--- src/rtl/stepper_pulse_gen.sv ---
// Step/direction pulse generator for a stepper driver: fixed-width step pulses at a clamped period,
// with direction setup time and a signed position count (enabled by defining STEPPER_POSITION_EN).
module stepper_pulse_gen #(
  parameter int unsigned PULSE_CYCLES     = 200,
  parameter int unsigned DIR_SETUP_CYCLES = 500,
  parameter int unsigned MIN_PERIOD       = 1000
) (
  input  logic        clock,
  input  logic        reset,
  input  logic        enable,
  input  logic [31:0] speed,
  input  logic        direction,
  input  logic        pos_clear,
  output logic        step_out,
  output logic        dir_out,
  output logic        busy,
  output logic [31:0] position
);

  typedef enum logic [1:0] {IDLE, DIR_SETUP, PULSE_HIGH, PULSE_LOW} state_t;

  localparam logic [31:0] PULSE_LEN  = 32'(PULSE_CYCLES);
  localparam logic [31:0] PULSE_LAST = 32'(PULSE_CYCLES - 1);
  localparam logic [31:0] SETUP_LAST = 32'(DIR_SETUP_CYCLES - 1);
  localparam logic [31:0] MIN_P      = 32'(MIN_PERIOD);

  state_t      state_q, state_d;
  logic [31:0] cnt_q, cnt_d;
  logic [31:0] period_q, period_d;
  logic [31:0] eff_period, low_last;
  logic        step_d, dir_d;
  logic        stop_q, stop_d;
  logic        step_rise, boundary;
  logic        go;

  assign eff_period = (speed < MIN_P) ? MIN_P : speed;
  assign low_last   = period_q - PULSE_LEN - 32'd1;
  assign go         = enable && (speed != '0);
  assign busy       = (state_q != IDLE);

  always_comb begin
    state_d   = state_q;
    cnt_d     = cnt_q + 32'd1;
    period_d  = period_q;
    step_d    = step_out;
    dir_d     = dir_out;
    stop_d    = stop_q;
    step_rise = 1'b0;
    boundary  = 1'b0;

    unique case (state_q)
      IDLE: begin
        cnt_d    = '0;
        stop_d   = 1'b0;
        boundary = 1'b1;
      end
      DIR_SETUP: begin
        if (!enable) begin
          state_d = IDLE;
          cnt_d   = '0;
        end else if (cnt_q >= SETUP_LAST) begin
          state_d   = PULSE_HIGH;
          step_d    = 1'b1;
          step_rise = 1'b1;
          cnt_d     = '0;
        end
      end
      PULSE_HIGH: begin
        stop_d = stop_q || !go;
        if (cnt_q >= PULSE_LAST) begin
          state_d = PULSE_LOW;
          step_d  = 1'b0;
          cnt_d   = '0;
        end
      end
      PULSE_LOW: begin
        // A pending stop shortens the low phase to one pulse width; it never lengthens it.
        stop_d = stop_q || !go;
        if (stop_d && (cnt_q >= PULSE_LAST)) begin
          state_d = IDLE;
          cnt_d   = '0;
          stop_d  = 1'b0;
        end else if (cnt_q >= low_last) begin
          boundary = 1'b1;
        end
      end
      default: begin
        state_d = IDLE;
        cnt_d   = '0;
      end
    endcase

    // Period boundary: the only place speed and direction are sampled.
    if (boundary) begin
      stop_d = 1'b0;
      cnt_d  = '0;
      if (!go) begin
        state_d = IDLE;
      end else begin
        period_d = eff_period;
        if (direction != dir_out) begin
          dir_d   = direction;
          state_d = DIR_SETUP;
        end else begin
          state_d   = PULSE_HIGH;
          step_d    = 1'b1;
          step_rise = 1'b1;
        end
      end
    end
  end

  always_ff @(posedge clock or negedge reset) begin
    if (!reset) begin
      state_q  <= IDLE;
      cnt_q    <= '0;
      period_q <= MIN_P;
      step_out <= 1'b0;
      dir_out  <= 1'b0;
      stop_q   <= 1'b0;
    end else begin
      state_q  <= state_d;
      cnt_q    <= cnt_d;
      period_q <= period_d;
      step_out <= step_d;
      dir_out  <= dir_d;
      stop_q   <= stop_d;
    end
  end

`ifdef STEPPER_POSITION_EN
  logic [31:0] position_q;

  always_ff @(posedge clock or negedge reset) begin
    if (!reset) begin
      position_q <= '0;
    end else if (pos_clear) begin
      position_q <= '0;
    end else if (step_rise) begin
      position_q <= dir_out ? (position_q - 32'd1) : (position_q + 32'd1);
    end
  end

  assign position = position_q;
`else
  logic unused_pos;
  assign unused_pos = pos_clear ^ step_rise;
  assign position   = '0;
`endif

endmodule

--- config.mk ---
export PLATFORM = sky130hd
export DESIGN_NAME = stepper_pulse_gen
export DESIGN_NICKNAME = d
export VERILOG_FILES = /design/src/rtl/stepper_pulse_gen.sv
export SDC_FILE = /design/constraint.sdc
export NUM_CORES = 1
export LEC_CHECK = 0
export BUFFER_PORTS_ARGS = -buffer_cell sky130_fd_sc_hd__buf_2
export CORE_MARGIN = 3
export CORE_UTILIZATION = 48
export CTS_BUF_LIST = sky130_fd_sc_hd__clkbuf_2
export CTS_CLUSTER_SIZE = 12
export DETAILED_ROUTE_END_ITERATION = 8
export PLACE_DENSITY = 0.72
export SETUP_SLACK_MARGIN = 0.05
export SYNTH_ARGS = -nofsm -noshare
export SYNTH_HDL_FRONTEND = slang
export SYNTH_SLANG_ARGS = --single-unit
--- constraint.sdc ---
create_clock -name clock -period 4 [get_ports clock]
set_input_delay 0.6 -clock clock [delete_from_list [all_inputs] [get_ports clock]]
set_output_delay 0.6 -clock clock [all_outputs]
set_load 0.02 [all_outputs]
Word-level counts from Yosys, hierarchy flattened
Cells that the tools add are included.

storage, ports and cells
  register bits = 69
  bits of input ports = 37
  output and inout bits = 35
  word-level logic and storage cells = 60

cells by class
  add/sub/neg operators = 3
  magnitude comparators = 4
  equality and inequality tests = 7
  multiplexer cells = 28
  reduce and logical (&&, ||, !) cells = 12

operators with widths
  operator               count
  $mux 32                6
  $pmux 32 s4            1
  $add 32x1->32 const B  1
  $ge 32x32->1           1
  $ge 32x8->1 const B    1
  $ge 32x9->1 const B    1
  $lt 32x10->1 const B   1
  $reduce_bool 32->1     1
  $sub 32x1->32 const B  1
  $sub 32x8->32 const B  1
  $mux 2                 7
  $mux 1                 10
  $reduce_bool 4->1      2
  $ne 3x3->1 const B     2
  $pmux 2 s3             1
  $eq 2x2->1 const B     2
  $ne 4x4->1 const B     1
  $pmux 1 s2             2
  $reduce_and 4->1       1
  $pmux 1 s3             1
  $reduce_and 3->1       1
  $eq 2x1->1 const B     1
  $logic_and 1x1->1      2
  $logic_not 2->1        1
  other kinds (5)        5

Logic depth before layout (Yosys ltp)
Gate-level depths: netlist of run 1.

  depth in word-level cells = 9
  depth in mapped cells = 18
  gate-level depth less buffers = 15

Worst setup path before layout of run 1
No wires, ideal clock.

  path kind = flip-flop to flip-flop
  from = register period_q[20]
  to = register period_q[15]
  setup time = 0.125 ns
  arrival time = 3.687 ns
  required time = 3.875 ns
  slack = 0.188 ns
  stages on the path, launching flop included = 16
  buffers on the path = 2
  clock period less this slack = 3.812 ns
  path through = dfrtp_1 -> or4_1 -> or3_1 -> nor4_1 -> nand2_1 -> nor3_1 -> xnor2_1 -> ha_1 -> a21o_1 -> a21o_1 -> a22oi_1 -> o211a_1 -> a21o_1 -> buf_6 -> buf_12 -> mux2_4

on the way
  longest elaborated chain between the ends = 7

RTL lines
  what                               line  source
  start, declared                    29    logic [31:0] period_q, period_d;
  start signal, assigned             124   period_q <= period_d;
  $sub 32x8->32                      37    assign low_last = period_q - PULSE_LEN - 32'd1;
  $sub 32x1->32                      37
  $ge 32x32->1                       83    end else if (cnt_q >= low_last) begin
  $mux 1                             83
  $mux 1                             79    if (stop_d && (cnt_q >= PULSE_LAST)) begin
  $pmux 1 s2                         51    unique case (state_q)
  $reduce_and 2->1 (no source line)  -

No other way between the ends.
A chain may end at the register's enable or synchronous reset.

Worst setup path in the final report of run 1
  from = register period_q[20]
  to = register period_q[6]

Same word-level chain as after synthesis.

==> results of run 1 <==
timing repair:
item	4_1_cts	5_1_grt
pin swaps	2	4
resized for setup	5	9
setup endpoints to repair	25	30
cloned	0	1
setup buffers	1	2
power groups by stage:
stage	Sequential [mW]	Combinational (mW)	Clock, mW
final	1.14	1.54	0.304
after global placement	1.12	1.43	0
after CTS	1.12	1.51	0.314
after global routing	1.17	1.72	0.339
after detailed placement	1.13	1.49	0
after floorplan	1.09	1.17	0
flip-flops by register name (all words and copies together) (netlist names):
register / cells
cnt_q: 32
dir_out: 1
period_q: 32
state_q: 2
step_out: 1
stop_q: 1
cell families (layout without fill, tap and decap cells):
kind of cell / Yosys count / count (layout) / synth area share, %
other: 1 / 32 / 0.0747
flip-flops: 69 / 69 / 34.5
XOR/XNOR: 58 / 58 / 10.1
AO/OA/AOI/OAI: 57 / 57 / 8.23
AND/OR/NAND/NOR: 180 / 180 / 20.2
buffers and inverters: 61 / 87 / 8.03
adder cells (fa/ha/maj): 40 / 40 / 9.97
multiplexers: 34 / 34 / 8.80
synth_stat cells, types with 2 or more instances:
cell        n
mux2_4     19
nand2_1    30
nor3_1     42
a311o_1     2
and4_1     10
nor2b_1     2
buf_6       2
nand4b_1    2
nand2b_1    4
o21ai_0     7
and3_1      7
dfrtp_1    63
mux2i_1    10
clkbuf_1    3
dfstp_2     6
buf_2       5
a21oi_1    16
nand3b_1    2
a31o_2      2
buf_12      2
or3_1       2
a21o_1      3
a21boi_0    3
ha_1       40
nand4_1     7
a2bb2oi_1   2
a21oi_2     2
o22ai_1     2
nor3b_1     2
and2_1      2
o311ai_0    2
inv_1      16
nor4_1     13
a2111oi_0   2
nor2_1     24
or4_1       5
o31ai_1     3
buf_4      32
xor2_1     33
xnor2_1    25
mux2_2      5
nand3_1    18
layer usage:
layer  vias to the layer above  track usage, %
met5                         -               0
met4                         0            6.94
met3                        26            2.69
met2                       112            31.8
met1                      1848            25.1
li1                       1856               -
critical path: cells and delay by family, from the launching register on:
kind | cells | cell delay [ps]
xor+xnor | 1 | 140
mux | 1 | 220
buf+inv | 2 | 320
fa+ha+maj | 1 | 260
simple gates | 5 | 1380
flops | 1 | 410
compound gates | 5 | 980
worst max path at each step:
stage	start	endpoint	slack, ps	depth (start not counted)
2_1_floorplan	period_q[20]	period_q[15]	190	15
3_3_place_gp	period_q[20]	period_q[11]	120	14
3_5_place_dp	period_q[20]	period_q[6]	60	15
4_1_cts	period_q[0]	period_q[6]	110	17
5_1_grt	period_q[2]	period_q[6]	40	15
6_report	period_q[20]	period_q[6]	210	15
cell type report:
type / instances / area share (%)
clock buffer: 10 / 0.914
clock inverter: 4 / 0.320
inverter: 16 / 1.10
multi-input combinational: 401 / 56.0
sequential: 69 / 31.7
tap: 133 / 3.04
timing repair buffer: 57 / 6.93
per-stage QoR:
stage	hold slack (ps)	util [%]	std cells	cell area (µm²)
2_1_floorplan	304	-	531	5140
3_3_place_gp	478	53.1	672	5290
3_5_place_dp	494	53.1	672	5290
4_1_cts	112	54.1	687	5380
5_1_grt	128	55.0	690	5470
6_report	122	55.0	690	5470
==> results.json, run 1 <==
{
  "seq_power_share_pct": 38.3,
  "r2r-end": "period_q[6]",
  "fin_worst_skew_ps": 34.0,
  "antenna_found_initial": 0,
  "hold_violations": 0,
  "clkTransAtPathRegs_ps": 190,
  "cp.arrival_ps": 4180,
  "floorplan.die_area_um2": 11700,
  "power.total_mw": 2.99,
  "slowest_stage": "or4_1",
  "cts_sinks": 69,
  "r2r-start": "period_q[20]",
  "tritoncts": "yes",
  "p_int_mw": 1.73,
  "cts_buffer_depth": 2,
  "yosysTopAreaCell": "dfrtp_1",
  "timing.max_cap.violations": 0,
  "track_usage_pct": 19.0,
  "max_slew_margin_pct": 43.5,
  "worst-endpoint-required_ps": 4400,
  "area_delta_synth_final_pct": 9.02,
  "path_max_fanout": 7,
  "hold_class": "input port to async pin",
  "wl_met2_um": 5350,
  "slew_violations": 0,
  "multi_input_area_um2": 3070,
  "drt-initial-drc-count": 172,
  "drive_gt1_share_pct": 21.4,
  "core_area_um2": 9950,
  "num_antenna_cells": 0,
  "route.met3.wl_um": 473,
  "synth_top_cell_area_share_pct": 31.4,
  "layout.nets": 631,
  "rows": 36,
  "clkLatencyLatePin_ps": 500,
  "setup_tns_ps": 0,
  "reg2reg_slack_ps": 210,
  "numCtsBuffers": 9,
  "syn_inst": 500,
  "synth_seq_cells": 69,
  "overflow": 0,
  "grt_pass1_wl_um": 17700,
  "worst_slew_pin_slew_ps": 836,
  "avgViaCountPerCell": 5.57,
  "grt_max_degree": 38,
  "h-tree-depth": 3,
  "fin_crit_ps": 3790,
  "fp.dieW_um": 108,
  "synthTopCellsByArea": "dfrtp_1 (31%), ha_1 (10%), xor2_1 (5.8%), mux2_4 (5.7%), buf_4 (4.8%)",
  "sw_frac_of_total_pct": 42.2,
  "crit_path_frequent_cell": "a21o_1",
  "clkPwrFrac_pct": 10.1,
  "drc": 0,
  "root_buffer": "clkbuf_2",
  "firstDrtPassIters": 5,
  "vias": 3842,
  "pwr-share-comb_pct": 51.6,
  "end_kind": "register",
  "final_cell_mix": "dfrtp_1 (63), ha_1 (40), nor3_1 (39)",
  "status": "finished clean",
  "gp_congestion": 0.870,
  "syn_area_um2": 5020,
  "ys.flop_type": "dfrtp_1",
  "die_y_um": 108,
  "dp_hpwl_um": 8470,
  "rsz0062_at_grt": "no",
  "postCtsHoldBufs": 0,
  "path_class": "register to register",
  "pwr_density_cell_nw_per_um2": 547,
  "max_freq_mhz": 264,
  "final_common_cell": "dfrtp_1",
  "synth_area_per_cell_um2": 10.0,
  "fin_ws_ps": 214,
  "cp-start-kind": "register",
  "routed_wl_um": 10900,
  "n_fill_cell": 893,
  "ir_drop_mv": 0.409,
  "port_buffers": 38,
  "fin_crit_sh_pct": 94.6,
  "topRoutingLayerUsed": "met4",
  "ys_warn_count": 0,
  "place_ws_ps": 59.8,
  "slowest_delay_ps": 560,
  "synth_seq_area_share_pct": 34.5,
  "seq_area_um2": 1730,
  "switchingPower_mw": 1.26,
  "postRouteAntennaNets": 0,
  "grt_pass1_vias": 3711,
  "r2r_cells": 15,
  "synthArstFlopShare_pct": 100,
  "ios": 72,
  "wl_met1_um": 4850,
  "start_util_pct": 50.4,
  "wl_per_cell_um": 15.9,
  "p_leak_nw": 2.60,
  "synth_edf_count": 0,
  "ys_types": 63,
  "setup_violations": 0,
  "crit_chain": "or4_1 > or3_1 > nor4_4 > nand2_1 > nor3_2 > xnor2_1 > ha_1 > a21o_1 > a21o_1 > a22oi_1 > o211a_1 > a21o_4 > buf_6 > buf_4 > mux2i_1"
}
Power figures use the tool's default switching activity.
==> run 2, diff against run 1 <==
PLACE_DENSITY = 0.7   (was 0.72)
clock period = 3.7 ns   (was 4 ns; I/O delays follow)
==> run 2 against run 1 <==
  * Sequential power up 11%
  * Clock-buffer cell count increased by 1
  * Non-clock buffer count rose by 15
  * First-iteration DRC count up 15%
  * The run now ends with negative setup slack left
  * Cell count increased by 2.5%
  * Highest routed layer unchanged
  * Wire length is 13% higher
  * Clock power grew 40%
  * Largest power group unchanged
  * Core utilization rose by 6.3 points
  * Global-route usage rose by 1.7 points
  * Sequential cell count did not move
==> results.json, run 2 (synthesized netlist as in run 1, its figures left out) <==
{
  "drive_gt1_share_pct": 31.5,
  "drc": 0,
  "slew_violations": 0,
  "hold_violations": 0,
  "drt-initial-drc-count": 197,
  "grt_pass1_vias": 3898,
  "area_delta_synth_final_pct": 21.6,
  "numCtsBuffers": 9,
  "worst-endpoint-required_ps": 4130,
  "grt_max_degree": 37,
  "reg2reg_slack_ps": -30,
  "core_area_um2": 9950,
  "fin_ws_ps": -32.7,
  "fp.dieW_um": 108,
  "rows": 36,
  "r2r-end": "period_q[10]",
  "fin_crit_ps": 3730,
  "postRouteAntennaNets": 0,
  "dp_hpwl_um": 8590,
  "grt_pass1_wl_um": 19000,
  "ir_drop_mv": 0.449,
  "cp-start-kind": "register",
  "final_common_cell": "dfrtp_1",
  "hold_class": "input port to async pin",
  "postCtsHoldBufs": 0,
  "max_slew_margin_pct": 42.6,
  "setup_violations": 16,
  "max_freq_mhz": 268,
  "clkLatencyLatePin_ps": 530,
  "clkTransAtPathRegs_ps": 190,
  "r2r_cells": 14,
  "top_regs": "cnt_q x32, period_q x32, state_q x2",
  "layout.nets": 646,
  "violations": "negative setup slack",
  "die_y_um": 108,
  "fin_worst_skew_ps": 35.2,
  "port_buffers": 38,
  "ios": 72,
  "tritoncts": "yes",
  "fin_crit_sh_pct": 101,
  "overflow": 0,
  "track_usage_pct": 20.7,
  "gp_congestion": 0.885,
  "vias": 4004,
  "setup_tns_ps": -206,
  "start_util_pct": 50.4,
  "timing.max_cap.violations": 0,
  "cts_sinks": 69,
  "routed_wl_um": 12300,
  "num_antenna_cells": 0,
  "rsz0062_at_grt": "yes",
  "cts_buffer_depth": 2,
  "wl_per_cell_um": 17.4,
  "worst_slew_pin_slew_ps": 839,
  "path_max_fanout": 8,
  "path_class": "register to register",
  "final_cell_mix": "dfrtp_1 (63), ha_1 (39), buf_2 (38)",
  "p_leak_nw": 2.82,
  "status": "finished with violations",
  "root_buffer": "clkbuf_2",
  "end_kind": "register",
  "r2r-start": "period_q[20]",
  "floorplan.die_area_um2": 11700,
  "avgViaCountPerCell": 5.66,
  "pwr_density_cell_nw_per_um2": 638,
  "firstDrtPassIters": 4,
  "antenna_found_initial": 0,
  "power.total_mw": 3.89,
  "n_fill_cell": 803,
  "cp.arrival_ps": 4170,
  "h-tree-depth": 3
}
-- run 2: cell types whose count changed in the layout (fill, tap and decap cells not counted), sizes merged --
cell,change
clkbuf,+3
buf,+13
bufinv,+1
clkinv,-1
clkinvlp,+1
-- run 2: worst max-delay path by stage --
stage                       startpoint           end  slack (ps)  cells after the start
after floorplan           period_q[20]  period_q[15]          70                     15
after global placement    period_q[20]  period_q[14]           4                     14
after detailed placement  period_q[20]  period_q[14]        -110                     14
after CTS                 period_q[20]  period_q[10]         -20                     14
after global routing      period_q[20]  period_q[10]        -200                     14
final                     period_q[20]  period_q[10]         -30                     14
-- run 2: where the power goes --
group / leakage (nW) / internal, mW / total (mW) / switching (mW)
Clock: 0.0694 / 0.157 / 0.425 / 0.268
Combinational: 1.87 / 1.04 / 2.20 / 1.16
Sequential: 0.882 / 0.986 / 1.26 / 0.277
-- run 2: layout make-up --
class / count / area [µm²] / share of cell area [%]
Tap cell: 133 / 166 / 2.73
Sequential cell: 69 / 1730 / 28.4
Clock buffer: 11 / 55.1 / 0.902
Timing Repair Buffer: 72 / 626 / 10.3
Inverter: 16 / 60.1 / 0.984
Multi-Input combinational cell: 401 / 3410 / 55.9
Clock inverter: 5 / 51.3 / 0.841
-- run 2: per-stage QoR --
step | setup WS (ps) | std cells | utilization (%) | hold WS [ps] | cell area, µm²
after global routing | -199 | 707 | 61.3 | 47.0 | 6100
final | -32.7 | 707 | 61.3 | 51.8 | 6100
after global placement | 3.94 | 682 | 54.1 | 479 | 5380
after CTS | -19.2 | 704 | 57.1 | 36.2 | 5680
after detailed placement | -110 | 682 | 54.1 | 494 | 5380
after floorplan | 71.3 | 531 | - | 259 | 5160
-- run 2: timing repair --
action                                 in CTS  in global routing
buffers inserted                            3                  1
gates cloned                                3                  3
setup endpoints to repair                  68                 69
gates resized for setup                    22                 67
endpoints found under the hold margin       0                  0
pin swaps                                   5                 28
-- run 2: critical path: stages, from the launching register on --
cell     delay [ps]
dfrtp_1         440
or4_4           550
or3_4           360
nor4_4          150
nand2_1         120
nor3_2          130
xnor2_1         160
ha_1            270
a21o_1          180
a21o_1          190
a22oi_2         120
o211a_1         240
a21o_4          230
buf_12          160
mux2_2          340
-- run 2: metal layers --
layer	track usage (%)	part of all wire (%)	up-vias
li1	-	-	1904
met1	26.1	41	1939
met2	35.8	51	134
met3	2.81	5.1	27
met4	8.66	2.4	0
met5	0	0	-
